--- config.mk ---
export PLATFORM = sky130hd
export DESIGN_NAME = ctrl_multiciclo
export DESIGN_NICKNAME = d
export VERILOG_FILES = /design/src/rtl/ctrl_multiciclo.sv
export SDC_FILE = /design/constraint.sdc
export NUM_CORES = 1
export LEC_CHECK = 0
export CAP_MARGIN = 10
export CELL_PAD_IN_SITES_DETAIL_PLACEMENT = 1
export CELL_PAD_IN_SITES_GLOBAL_PLACEMENT = 2
export CORE_ASPECT_RATIO = 1.5
export CORE_UTILIZATION = 16
export DETAILED_ROUTE_END_ITERATION = 8
export MAX_ROUTING_LAYER = met4
export PLACE_DENSITY = 0.75
export SLEW_MARGIN = 10
export SYNTH_ARGS = -nofsm -noshare
export SYNTH_HDL_FRONTEND = slang
export SYNTH_SLANG_ARGS = --single-unit
--- constraint.sdc ---
create_clock -name clk -period 1.3 [get_ports clk]
set_clock_uncertainty 0.1 [all_clocks]
set_input_delay 0.26 -clock clk [delete_from_list [all_inputs] [get_ports clk]]
set_output_delay 0.26 -clock clk [all_outputs]
set_load 0.01 [all_outputs]
--- src/rtl/ctrl_multiciclo.sv ---
// Control FSM for the multicycle MIPS-subset datapath.
// Fetch/decode/execute/memory/writeback sequencing with memory-ready stalls.
module ctrl_multiciclo #(
  parameter logic [5:0] OP_RTYPE = 6'b000000,
  parameter logic [5:0] OP_LW    = 6'b100011,
  parameter logic [5:0] OP_SW    = 6'b101011,
  parameter logic [5:0] OP_BEQ   = 6'b000100,
  parameter logic [5:0] OP_ADDI  = 6'b001000,
  parameter logic [5:0] OP_J     = 6'b000010
) (
  input  logic       clk,
  input  logic       reset,
  input  logic [5:0] opcode,
  input  logic       mem_ready,
  output logic       pc_write,
  output logic       pc_write_cond,
  output logic       i_or_d,
  output logic       mem_read,
  output logic       mem_write,
  output logic       ir_write,
  output logic       mem_to_reg,
  output logic       sel_dest,
  output logic       reg_write,
  output logic       alu_src_a,
  output logic [1:0] alu_src_b,
  output logic [1:0] alu_op,
  output logic [1:0] pc_source,
  output logic       illegal_op,
  output logic [3:0] state
);

  typedef enum logic [3:0] {
    S_RST    = 4'd0,
    S_FETCH  = 4'd1,
    S_DECODE = 4'd2,
    S_MEMADR = 4'd3,
    S_MEMRD  = 4'd4,
    S_MEMWB  = 4'd5,
    S_MEMWR  = 4'd6,
    S_EXEC   = 4'd7,
    S_RWB    = 4'd8,
    S_BRANCH = 4'd9,
    S_JUMP   = 4'd10,
    S_IEXEC  = 4'd11,
    S_IWB    = 4'd12
  } state_t;

  state_t cur, nxt;

  always_ff @(posedge clk) begin
    if (reset) cur <= S_RST;
    else       cur <= nxt;
  end

  assign state = cur;

  always_comb begin
    nxt           = cur;
    pc_write      = 1'b0;
    pc_write_cond = 1'b0;
    i_or_d        = 1'b0;
    mem_read      = 1'b0;
    mem_write     = 1'b0;
    ir_write      = 1'b0;
    mem_to_reg    = 1'b0;
    sel_dest      = 1'b0;
    reg_write     = 1'b0;
    alu_src_a     = 1'b0;
    alu_src_b     = 2'b00;
    alu_op        = 2'b00;
    pc_source     = 2'b00;
    illegal_op    = 1'b0;
    unique case (cur)
      S_RST: nxt = S_FETCH;
      S_FETCH: begin
        mem_read  = 1'b1;
        alu_src_b = 2'b01;
        // IR and PC load only on the cycle the fetch completes
        ir_write  = mem_ready;
        pc_write  = mem_ready;
        if (mem_ready) nxt = S_DECODE;
      end
      S_DECODE: begin
        alu_src_b = 2'b11;
        unique case (1'b1)
          (opcode == OP_LW),
          (opcode == OP_SW):     nxt = S_MEMADR;
          (opcode == OP_RTYPE):  nxt = S_EXEC;
          (opcode == OP_BEQ):    nxt = S_BRANCH;
          (opcode == OP_J):      nxt = S_JUMP;
          (opcode == OP_ADDI):   nxt = S_IEXEC;
          default: begin
            illegal_op = 1'b1;
            nxt        = S_FETCH;
          end
        endcase
      end
      S_MEMADR: begin
        alu_src_a = 1'b1;
        alu_src_b = 2'b10;
        nxt = (opcode == OP_SW) ? S_MEMWR : S_MEMRD;
      end
      S_MEMRD: begin
        mem_read = 1'b1;
        i_or_d   = 1'b1;
        if (mem_ready) nxt = S_MEMWB;
      end
      S_MEMWB: begin
        reg_write  = 1'b1;
        mem_to_reg = 1'b1;
        nxt        = S_FETCH;
      end
      S_MEMWR: begin
        mem_write = 1'b1;
        i_or_d    = 1'b1;
        if (mem_ready) nxt = S_FETCH;
      end
      S_EXEC: begin
        alu_src_a = 1'b1;
        alu_op    = 2'b10;
        nxt       = S_RWB;
      end
      S_RWB: begin
        reg_write = 1'b1;
        sel_dest  = 1'b1;
        nxt       = S_FETCH;
      end
      S_BRANCH: begin
        alu_src_a     = 1'b1;
        alu_op        = 2'b01;
        pc_write_cond = 1'b1;
        pc_source     = 2'b01;
        nxt           = S_FETCH;
      end
      S_JUMP: begin
        pc_write  = 1'b1;
        pc_source = 2'b10;
        nxt       = S_FETCH;
      end
      S_IEXEC: begin
        alu_src_a = 1'b1;
        alu_src_b = 2'b10;
        nxt       = S_IWB;
      end
      S_IWB: begin
        reg_write = 1'b1;
        nxt       = S_FETCH;
      end
      default: nxt = S_RST;
    endcase
  end

endmodule

==> results of run 1 <==
[critical path: cells and delay by family, from the launching register on]
kind	cells	cell delay (ps)
buffers and inverters	1	100
muxes	1	290
DFF	1	350
and+or+nand+nor	2	270
[final cells by class]
type | instances | area [µm²] | share of cell area [%]
well taps | 39 | 48.80 | 3.539
inverters | 3 | 13.76 | 0.9982
flip-flops and latches | 4 | 95.09 | 6.897
multi-input cells | 64 | 581.8 | 42.20
clock buffers | 4 | 45.04 | 3.267
repair buffers | 74 | 594.3 | 43.10
[cell usage after synthesis, types with 2 or more instances]
cell,number,share of area [%]
nor2_1,15,11
a21oi_1,5,4.9
nand2_1,5,3.7
nand2b_1,5,6.1
nor3_1,5,4.9
dfxtp_1,4,16
buf_2,3,2.9
nand3_1,3,2.9
o21ai_0,3,2.9
a211oi_1,2,2.9
inv_1,2,1.5
[worst paths after layout]
kind	to	slack, ps	cells past startpoint
worst min register to register	state[3]$_SDFFE_PP0P_	510	2
worst min-delay path	state[3]$_SDFFE_PP0P_	370	4
worst max register to register	state[1]$_SDFFE_PP0P_	-140	6
worst max-delay path	pc_write	-290	4
[per-layer routing]
metal / vias up / global-route usage [%] / share of wire [%]
li1: 428 / - / -
met1: 424 / 18.03 / 34
met2: 27 / 32.30 / 59
met3: 10 / 2.015 / 3.0
met4: 0 / 8.642 / 3.4
met5: - / - / 0
[power by group through the flow]
stage | Sequential (mW) | Clock, mW | Combinational [mW]
global placement | 0.149 | 0 | 0.333
global route | 0.148 | 0.303 | 0.436
CTS | 0.147 | 0.290 | 0.378
floorplan | 0.146 | 0 | 0.152
finish | 0.146 | 0.284 | 0.406
detailed placement | 0.150 | 0 | 0.339
[repair_timing]
| item | 4_1_cts | 5_1_grt |
|---|---|---|
| resized for setup | 148 | 9 |
| setup buffers | 8 | 2 |
| cloned | 0 | 0 |
| setup endpoints to repair | 25 | 25 |
| pin swaps | 13 | 2 |
[metrics by stage]
stage                     area (µm²)  power, mW  std cells  hold slack, ps  setup TNS (ps)
after floorplan                598.1     0.2972         77           224.1          -195.2
after global placement          1145     0.4819        175           465.5          -11470
final                           1379     0.8364        188           371.1           -3781
after detailed placement        1145     0.4886        175           480.1          -11820
after global routing            1379     0.8872        188           398.9           -4921
after CTS                       1313     0.8149        187           378.6           -3772
[logic make-up after synthesis]
logic type	count (synthesis)	synth area share (%)
buffers and inverters	9	9.488
XOR/XNOR	2	3.407
AO/OA/AOI/OAI	19	27.25
AND/OR/NAND/NOR	42	42.09
flip-flops	4	15.57
multiplexers	1	2.190
==> results.py, run 1 <==
metrics = {
    "outcome": {
        "status": "finished, violations left",
        "violations": "negative setup slack",
    },
    "final_layout": {
        "final_util_pct": 46.38,
        "diodes": 0,
        "largest_reg_flops": 4,
        "syn2layout_area_growth_pct": 168.1,
        "layout.nets": 159,
        "final_common_cell": "buf_4",
        "drive_gt1_share_pct": 75.84,
        "n_fill_cell": 360,
        "final_cell_mix": "35 x buf_4, 18 x buf_2, 15 x buf_6",
    },
    "clock_network": {
        "clkSinkCount": 4,
        "clk_pin_slew_ps": 30,
        "cts_tree": "yes",
        "clk_path_buf_depth": 2,
        "cts_inserted_buffers": 3,
        "clock_latency_ps": 220,
        "cts_root_buf": "clkbuf_8",
        "htreeDepth": 1,
        "hold_buffers": 0,
    },
    "critical_path": {
        "cpMaxStageDelayCell": "dfxtp_4",
        "arrival_ps": 1230,
        "cp_cell_sequence": "nand2b_4 > mux2_4 > nor2_4 > buf_6",
        "crit_type": "reg2out",
        "r2r_start": "state[0]$_SDFFE_PP0P_",
        "cp_max_fo": 6,
        "slowest_delay_ps": 350,
        "cp.required_ps": 940,
        "critPathLaunch": "state[0]$_SDFFE_PP0P_",
        "endpoint_kind": "primary output",
        "startpoint_type": "flop",
    },
    "grt": {
        "grt_first_pass_wirelength_mm": 4.416,
        "grt_usage_pct": 18.14,
        "grt_antenna_before_repair": 0,
        "grt_pass1_vias": 970,
        "grt_max_degree": 9,
        "grt.overflow.total": 0,
    },
    "route": {
        "route.detailed.drc": 0,
        "ant_nets": 0,
        "wl_per_cell_um": 14.36,
        "drt-vias-per-instance": 4.729,
        "wl_mm": 2.700,
        "detail_route.iter0.violations": 7,
        "dr.pass1.iters": 3,
        "num_vias": 889,
    },
    "worst_hold_path": {
        "min_path_type": "in2reg",
        "min_from": "opcode[5]",
    },
    "logic_synthesis": {
        "synthArstFlopShare_pct": 0,
        "ys_seq_elements": 4,
        "ys_types": 36,
        "syn_nets": 86,
        "synth_flop_cell": "dfxtp_1",
        "synthCells": 77,
        "avgSynthCellArea_um2": 6.678,
        "synth_edf_count": 0,
        "yosysSeqAreaShare_pct": 15.57,
        "syn_area_um2": 514.2,
        "ys_warn_count": 0,
    },
    "pwr": {
        "p_clk_share_pct": 34.0,
        "irDropWorstVdd_uv": 370.6,
        "leakage_nw": 0.5934,
        "seqPwrFrac_pct": 17.5,
        "swShare_pct": 33.13,
        "p_int_mw": 0.5592,
        "p_sw_mw": 0.2771,
        "power_frac_comb_pct": 48.5,
        "p_per_area_mw_per_mm2": 606.6,
    },
    "sta": {
        "max_freq_mhz": 628.9,
        "setup_viol": 22,
        "finalCritPeriodShare_pct": 122.3,
        "min_period_ps": 1590,
        "maxSlewViolCount": 0,
        "finalHoldViolCount": 0,
        "rsz0062_at_grt": "yes",
        "timing.final.ws_setup_ps": -290.1,
        "relSlewSlack_pct": 75.89,
        "worst_slew_pin_slew_ps": 358.5,
    },
    "die": {
        "chipHeight_um": 71.44,
        "initial_core_util_pct": 17.30,
        "row_count": 24,
        "die_area_mm2": 0.003450,
        "die_w_um": 48.29,
        "boundaryPins": 30,
        "core-area_mm2": 0.002973,
    },
    "placed_design": {
        "dp_hpwl_mm": 1.901,
        "place_ws_ps": -1004,
        "io_buffers": 29,
        "place.gp.congestion": 0.7633,
    },
    "run": {
        "maxCapViolations": 0,
    },
}
Note: power is estimated with default switching activity, not from simulation.
==> run 2: changes to the inputs <==
--- a/config.mk
+++ b/config.mk
@@ -13,7 +13,7 @@
 export DETAILED_ROUTE_END_ITERATION = 8
 export MAX_ROUTING_LAYER = met4
 export PLACE_DENSITY = 0.75
-export SLEW_MARGIN = 10
+export SLEW_MARGIN = 15
 export SYNTH_ARGS = -nofsm -noshare
 export SYNTH_HDL_FRONTEND = slang
 export SYNTH_SLANG_ARGS = --single-unit
==> results of run 2 <==
No change in the layout: final DEF, timing and power equal those of run 1.
==> run 3: changes to the inputs <==
--- a/config.mk
+++ b/config.mk
@@ -5,6 +5,7 @@
 export SDC_FILE = /design/constraint.sdc
 export NUM_CORES = 1
 export LEC_CHECK = 0
+export ABC_CLOCK_PERIOD_IN_PS = 1300
 export CAP_MARGIN = 10
 export CELL_PAD_IN_SITES_DETAIL_PLACEMENT = 1
 export CELL_PAD_IN_SITES_GLOBAL_PLACEMENT = 2
==> results of run 3 <==
No change in the layout: final DEF, timing and power equal those of run 1.
